`src/rtl/ram_port_arbiter.sv`:
```
// Arbitrates the single block-RAM data port between the CPU (priority) and the debug port.
// States: IDLE = arbitrate | ISSUE = RAM samples request | CAPTURE = RAM data valid | ACK = ack pulse.
module ram_port_arbiter #(
  parameter int ADDR_W       = 8,
  parameter int DATA_W       = 8,
  parameter int STARVE_LIMIT = 4
) (
  input  logic              qzt_clk,
  input  logic              reset,
  input  logic              cpu_req,
  input  logic              cpu_we,
  input  logic [ADDR_W-1:0] cpu_addr,
  input  logic [DATA_W-1:0] cpu_wdata,
  output logic              cpu_ack,
  output logic [DATA_W-1:0] cpu_rdata,
  input  logic              dbg_req,
  input  logic              dbg_we,
  input  logic [ADDR_W-1:0] dbg_addr,
  input  logic [DATA_W-1:0] dbg_wdata,
  output logic              dbg_ack,
  output logic [DATA_W-1:0] dbg_rdata,
  output logic              ram_en,
  output logic              ram_we,
  output logic [ADDR_W-1:0] ram_addr,
  output logic [DATA_W-1:0] ram_wdata,
  input  logic [DATA_W-1:0] ram_rdata,
  output logic              owner,
  output logic              busy
);

  localparam logic [1:0] S_IDLE    = 2'd0;
  localparam logic [1:0] S_ISSUE   = 2'd1;
  localparam logic [1:0] S_CAPTURE = 2'd2;
  localparam logic [1:0] S_ACK     = 2'd3;
  localparam logic [3:0] LIMIT     = 4'(STARVE_LIMIT);

  logic [1:0]        state_q, state_d;
  logic [3:0]        starve_q, starve_d;
  logic              op_we_q, op_we_d;
  logic              ram_en_q, ram_en_d;
  logic              ram_we_q, ram_we_d;
  logic [ADDR_W-1:0] ram_addr_q, ram_addr_d;
  logic [DATA_W-1:0] ram_wdata_q, ram_wdata_d;
  logic              owner_q, owner_d;
  logic              busy_q, busy_d;
  logic              cpu_ack_q, cpu_ack_d;
  logic              dbg_ack_q, dbg_ack_d;
  logic [DATA_W-1:0] cpu_rdata_q, cpu_rdata_d;
  logic [DATA_W-1:0] dbg_rdata_q, dbg_rdata_d;
  logic              cpu_wins;

  assign cpu_wins = cpu_req && (!dbg_req || (starve_q < LIMIT));

  always_comb begin
    state_d     = state_q;
    starve_d    = starve_q;
    op_we_d     = op_we_q;
    ram_en_d    = ram_en_q;
    ram_we_d    = ram_we_q;
    ram_addr_d  = ram_addr_q;
    ram_wdata_d = ram_wdata_q;
    owner_d     = owner_q;
    busy_d      = busy_q;
    cpu_ack_d   = cpu_ack_q;
    dbg_ack_d   = dbg_ack_q;
    cpu_rdata_d = cpu_rdata_q;
    dbg_rdata_d = dbg_rdata_q;
    case (state_q)
      S_IDLE: begin
        if (cpu_wins) begin
          state_d     = S_ISSUE;
          op_we_d     = cpu_we;
          ram_en_d    = 1'b1;
          ram_we_d    = cpu_we;
          ram_addr_d  = cpu_addr;
          ram_wdata_d = cpu_wdata;
          owner_d     = 1'b0;
          busy_d      = 1'b1;
          // Only CPU grants that bypass a waiting debug request count toward starvation.
          if (!dbg_req)
            starve_d = 4'd0;
          else if (starve_q < LIMIT)
            starve_d = starve_q + 4'd1;
        end else if (dbg_req) begin
          state_d     = S_ISSUE;
          op_we_d     = dbg_we;
          ram_en_d    = 1'b1;
          ram_we_d    = dbg_we;
          ram_addr_d  = dbg_addr;
          ram_wdata_d = dbg_wdata;
          owner_d     = 1'b1;
          busy_d      = 1'b1;
          starve_d    = 4'd0;
        end
      end
      S_ISSUE: begin
        ram_en_d = 1'b0;
        ram_we_d = 1'b0;
        state_d  = S_CAPTURE;
      end
      S_CAPTURE: begin
        if (owner_q) begin
          if (!op_we_q) dbg_rdata_d = ram_rdata;
          dbg_ack_d = 1'b1;
        end else begin
          if (!op_we_q) cpu_rdata_d = ram_rdata;
          cpu_ack_d = 1'b1;
        end
        state_d = S_ACK;
      end
      default: begin
        cpu_ack_d = 1'b0;
        dbg_ack_d = 1'b0;
        busy_d    = 1'b0;
        state_d   = S_IDLE;
      end
    endcase
  end

  always_ff @(posedge qzt_clk or posedge reset) begin
    if (reset) begin
      state_q     <= S_IDLE;
      starve_q    <= 4'd0;
      op_we_q     <= 1'b0;
      ram_en_q    <= 1'b0;
      ram_we_q    <= 1'b0;
      ram_addr_q  <= '0;
      ram_wdata_q <= '0;
      owner_q     <= 1'b0;
      busy_q      <= 1'b0;
      cpu_ack_q   <= 1'b0;
      dbg_ack_q   <= 1'b0;
      cpu_rdata_q <= '0;
      dbg_rdata_q <= '0;
    end else begin
      state_q     <= state_d;
      starve_q    <= starve_d;
      op_we_q     <= op_we_d;
      ram_en_q    <= ram_en_d;
      ram_we_q    <= ram_we_d;
      ram_addr_q  <= ram_addr_d;
      ram_wdata_q <= ram_wdata_d;
      owner_q     <= owner_d;
      busy_q      <= busy_d;
      cpu_ack_q   <= cpu_ack_d;
      dbg_ack_q   <= dbg_ack_d;
      cpu_rdata_q <= cpu_rdata_d;
      dbg_rdata_q <= dbg_rdata_d;
    end
  end

  assign ram_en    = ram_en_q;
  assign ram_we    = ram_we_q;
  assign ram_addr  = ram_addr_q;
  assign ram_wdata = ram_wdata_q;
  assign owner     = owner_q;
  assign busy      = busy_q;
  assign cpu_ack   = cpu_ack_q;
  assign dbg_ack   = dbg_ack_q;
  assign cpu_rdata = cpu_rdata_q;
  assign dbg_rdata = dbg_rdata_q;

endmodule

```
`config.mk`:
```
export PLATFORM = sky130hd
export DESIGN_NAME = ram_port_arbiter
export DESIGN_NICKNAME = d
export VERILOG_FILES = /design/src/rtl/ram_port_arbiter.sv
export SDC_FILE = /design/constraint.sdc
export NUM_CORES = 1
export LEC_CHECK = 0
export CAP_MARGIN = 30
export CELL_PAD_IN_SITES_DETAIL_PLACEMENT = 0
export CELL_PAD_IN_SITES_GLOBAL_PLACEMENT = 1
export CORE_UTILIZATION = 32
export CTS_CLUSTER_SIZE = 28
export DETAILED_ROUTE_END_ITERATION = 8
export PLACE_DENSITY_LB_ADDON = 0.25
export SLEW_MARGIN = 40
export SYNTH_ARGS = -nofsm -noshare
export SYNTH_HDL_FRONTEND = slang
export SYNTH_SLANG_ARGS = --single-unit
```
`constraint.sdc`:
```
create_clock -name qzt_clk -period 2.02 [get_ports qzt_clk]
set_input_delay 0.404 -clock qzt_clk [delete_from_list [all_inputs] [get_ports qzt_clk]]
set_output_delay 0.404 -clock qzt_clk [all_outputs]
set_load 0.03 [all_outputs]
```
# Word level (Yosys, flattened, before mapping)
# Index checks and enable logic that the tools add are counted.
# classes
muxes,23
order_cmp,1
n_eq_ne,6
bitwise,4
reduce_logical,16
n_addsub,1
# ops
cell,count
$mux 8,4
$mux 4,4
$pmux 1 s2,5
$reduce_and 2->1,5
$reduce_and 3->1,3
$mux 1,7
$pmux 2 s3,1
$add 4x1->4 const B,1
$lt 4x3->1 const B,1
$mux 2,2
$ne 2x2->1 const B,2
$not 1->1,4
$reduce_bool 2->1,2
$reduce_or 2->1,2
$ne 3x2->1 const B,1
$ne 3x3->1 const B,1
$eq 2x1->1 const B,1
$eq 2x2->1 const B,1
$logic_not 2->1,1
$logic_and 1x1->1,1
$logic_not 1->1,1
$logic_or 1x1->1,1
# word_totals
word_cells,64
output_inout_bits,38
register_bits,45
input_bits,46

# Depth between registers and ports, before layout
# depth
word_depth,5
mapped_depth,7
depth_no_buf,5

# Worst setup path after synthesis
# Ideal clock, no wire load.
# synth_timing
path_type,flip-flop to flip-flop
startpoint,register state_q[0]
endpoint,register cpu_rdata_q[0] (netlist: cpu_rdata[0])
setup_time_ps,125
path_buffers,0
arrival_time_ps,1391
t_required_ps,1895
period_less_slack_ps,1516
path_slack_ps,504
path_stages_with_launch,5
path_cell_list,dfrtp_1 inv_1 ha_1 nor3b_4 mux2_2
# synth_between
elab_chain_len,2
# synth_rtl
item,line_no,text
from (decl),37,"logic [1:0] state_q, state_d;"
from (signal assigned),136,state_q <= state_d;
$eq 2x2->1,68,case (state_q)
$reduce_and 3->1 (no source line),--,
to (signal assigned),147,cpu_rdata_q <= cpu_rdata_d;
to (decl),48,"logic [DATA_W-1:0] cpu_rdata_q, cpu_rdata_d;"
# No other way between the ends.
# A chain may end at the register's enable or synchronous reset.

# Final worst setup path
# layout_timing
startpoint,register owner_q (netlist: owner)
endpoint,output port owner
# layout_lines
item,line_no,text
from (decl),44,"logic owner_q, owner_d;"
from (signal assigned),143,owner_q <= owner_d;
to (decl),27,"output logic owner,"
# No word-level cell between the ends.

==> impl_metrics.json <==
{
  "fmax_mhz": 518,
  "hp-class": "input port to async pin",
  "netSwitchingPower_mw": 2.12,
  "clockRootBuffer": "clkbuf_8",
  "grt_usage_pct": 16.4,
  "grt_setup_unrepaired": "false",
  "syn_to_final_growth_pct": 51.3,
  "tightest_slew_ns": 0.478,
  "antenna_found_initial": 0,
  "fill_cells": 572,
  "cts.clk_slew.worst_paths_ns": 0.08,
  "dp_hpwl_um": 3840,
  "yosys_register_bits": 45,
  "clockBufferDepth": 2,
  "setup_tns_ns": 0,
  "clockPowerShare_pct": 10.5,
  "grt_pass1_vias": 1790,
  "tritoncts": "yes",
  "cts.sinks": 45,
  "grt_pass1_wl_um": 8330,
  "finalCritPeriodShare_pct": 95.6,
  "min_period_ns": 1.93,
  "post-route-util_pct": 51.3,
  "synthCells": 192,
  "p_int_mw": 2.88,
  "leakage_nw": 1.28,
  "fin_skew_ns": 0.00885,
  "clock_latency_ns": 0.29,
  "crit_path_end_kind": "primary output",
  "die_w_um": 82.2,
  "route.detailed.drc": 0,
  "cts_buffers": 5,
  "critPathMaxStageDelay_ns": 0.74,
  "ctsHoldBuffers": 0,
  "drtPass1Iterations": 4,
  "routed_via_density": 4.94,
  "drtAntennaViolNets": 0,
  "required_ns": 1.62,
  "die_h_um": 82.2,
  "synth.top_cells.by_area": "dfrtp_1, mux2_2, nand2_1",
  "ys_seq_area_share_pct": 54.7,
  "fin_nets": 332,
  "avgSynthCellArea_um2": 10.7,
  "diodes": 0,
  "drv_slew": 0,
  "setup_viol": 0,
  "grt_max_degree": 25,
  "grt.overflow.total": 0,
  "drive_above_1_share_pct": 14.9,
  "maxSlewHeadroom_pct": 68.1,
  "netlist.top_cell.by_area": "dfrtp_1",
  "pwr-share-comb_pct": 57.5,
  "drv_cap": 0,
  "yosysWarnings": 0,
  "cts-resized-gates": 0,
  "path_cells": "clkdlybuf4s50_1",
  "path_buf_inv": 1,
  "r2r-start": "state_q[0]",
  "swShare_pct": 42.4,
  "peakVddDrop_v": 0.000744,
  "place.gp.congestion": 0.739,
  "place.port_buffers": 83,
  "critPathSlowestCell": "clkdlybuf4s50_1",
  "synth.distinct_cells": 26,
  "routedWlPerCell_um": 14.4,
  "cp-start-kind": "flop",
  "hold_viol": 0,
  "vias": 1764,
  "r2r_setup_slack_ns": 0.27,
  "synth_top_area_share_pct": 54.7,
  "start_util_pct": 33.9,
  "fp-row-count": 28,
  "postCtsSetupRepairBufs": 0,
  "cp_max_fo": 6,
  "p_per_area_nw_per_um2": 1610,
  "ios": 84,
  "path_delay_family": "buffers and inverters",
  "outcome": "finished clean",
  "htreeDepth": 2,
  "path_class": "flop to primary output",
  "worst-r2r-cell-count": 4,
  "wirelength_um": 5130,
  "netlist_area_um2": 2060,
  "drtIter0Drc": 39,
  "syn_nets": 243,
  "die-area_um2": 6750,
  "core_area_um2": 6060,
  "reg2reg_to": "cpu_rdata[6]",
  "cp.arrival_ns": 1.53,
  "seqPwrFrac_pct": 32.0
}
==> flip-flops by register name, indices dropped and copies added (netlist names), 2 cells and up <==
register and cells:
starve_q 4, dbg_rdata 8, ram_wdata 8, ram_addr 8, state_q 2, cpu_rdata 8
==> placed cells by master (no fill, tap or decap), types with 2 or more instances in the layout <==
cell,synthesis,routed
buf_4,0,12
nor3_1,3,3
o21ai_0,5,5
nand4_1,19,19
and2_1,3,3
inv_1,6,5
clkinv_2,0,2
a21oi_1,3,3
mux2_2,17,17
ha_1,5,5
dfrtp_1,45,45
nand2_1,36,36
clkdlybuf4s50_1,0,83
clkbuf_8,0,5
o211ai_1,18,18
nor2_1,7,7
==> area by class of cell <==
type	instances	area (um2)	share of cell area, %
Sequential cell	45	1130	36.2
Tap cell	75	93.8	3.02
Clock inverter	2	10.0	0.322
Multi-Input combinational cell	127	846	27.2
Clock buffer	6	72.6	2.33
Timing Repair Buffer	96	941	30.2
Inverter	6	22.5	0.724
==> power by group through the flow <==
| stage | Sequential [mW] | Clock, mW | Combinational (mW) |
|---|---|---|---|
| final | 1.60 | 0.524 | 2.88 |
| after global routing | 1.66 | 0.579 | 3.12 |
| after CTS | 1.61 | 0.546 | 2.91 |
| after detailed placement | 1.62 | 0 | 2.91 |
| after global placement | 1.61 | 0 | 2.88 |
| after floorplan | 2.34 | 0 | 0.989 |
==> worst max path at each step <==
stage / cells after the start / end / start
6_report: 1 / owner / owner
3_3_place_gp: 5 / state_q[0] / cpu_req
5_1_grt: 1 / owner / owner
3_5_place_dp: 5 / state_q[0] / cpu_req
4_1_cts: 1 / owner / owner
2_1_floorplan: 4 / cpu_rdata[0] / state_q[0]
==> synth_stat cells, drive strengths merged <==
master  number
and2         3
clkbuf       3
a32o         1
inv          6
o211ai      18
mux2        17
nor2         7
o22a         1
o21a         1
nand2       36
nor3         3
a21oi        3
o21ai        7
nor3b        2
ha           5
nand4       19
a22o         1
nor2b        1
nand3b       1
nand3        1
dfrtp       45
buf         11
==> kinds of logic after synthesis <==
group,synth area share (%)
and+or+nand+nor,17.9
DFF,54.7
AOI/OAI and AO/OA,10.7
adders and majority gates,3.04
muxes,9.31
buffers and inverters,4.32
==> per-stage QoR <==
stage               power (mW)  hold slack, ns  std cells  worst slack [ns]  instance area, um2
finish                    5.00           0.448        357            0.0885                3110
global route              5.35           0.516        357            0.0256                3110
CTS                       5.07           0.461        357            0.0678                3110
detailed placement        4.53           0.485        349             0.199                3030
global placement          4.48           0.482        349             0.230                3030
floorplan                 3.33           0.467        192             0.504                2060
==> metal layers <==
metal | vias to the layer above | track usage [%] | part of all wire, %
li1 | 861 | - | -
met4 | 0 | 4.39 | 0.92
met5 | - | 0 | 0
met1 | 832 | 19.0 | 44
met3 | 5 | 4.84 | 7.5
met2 | 66 | 29.4 | 48
No activity file was read; power rests on OpenSTA's default activity.
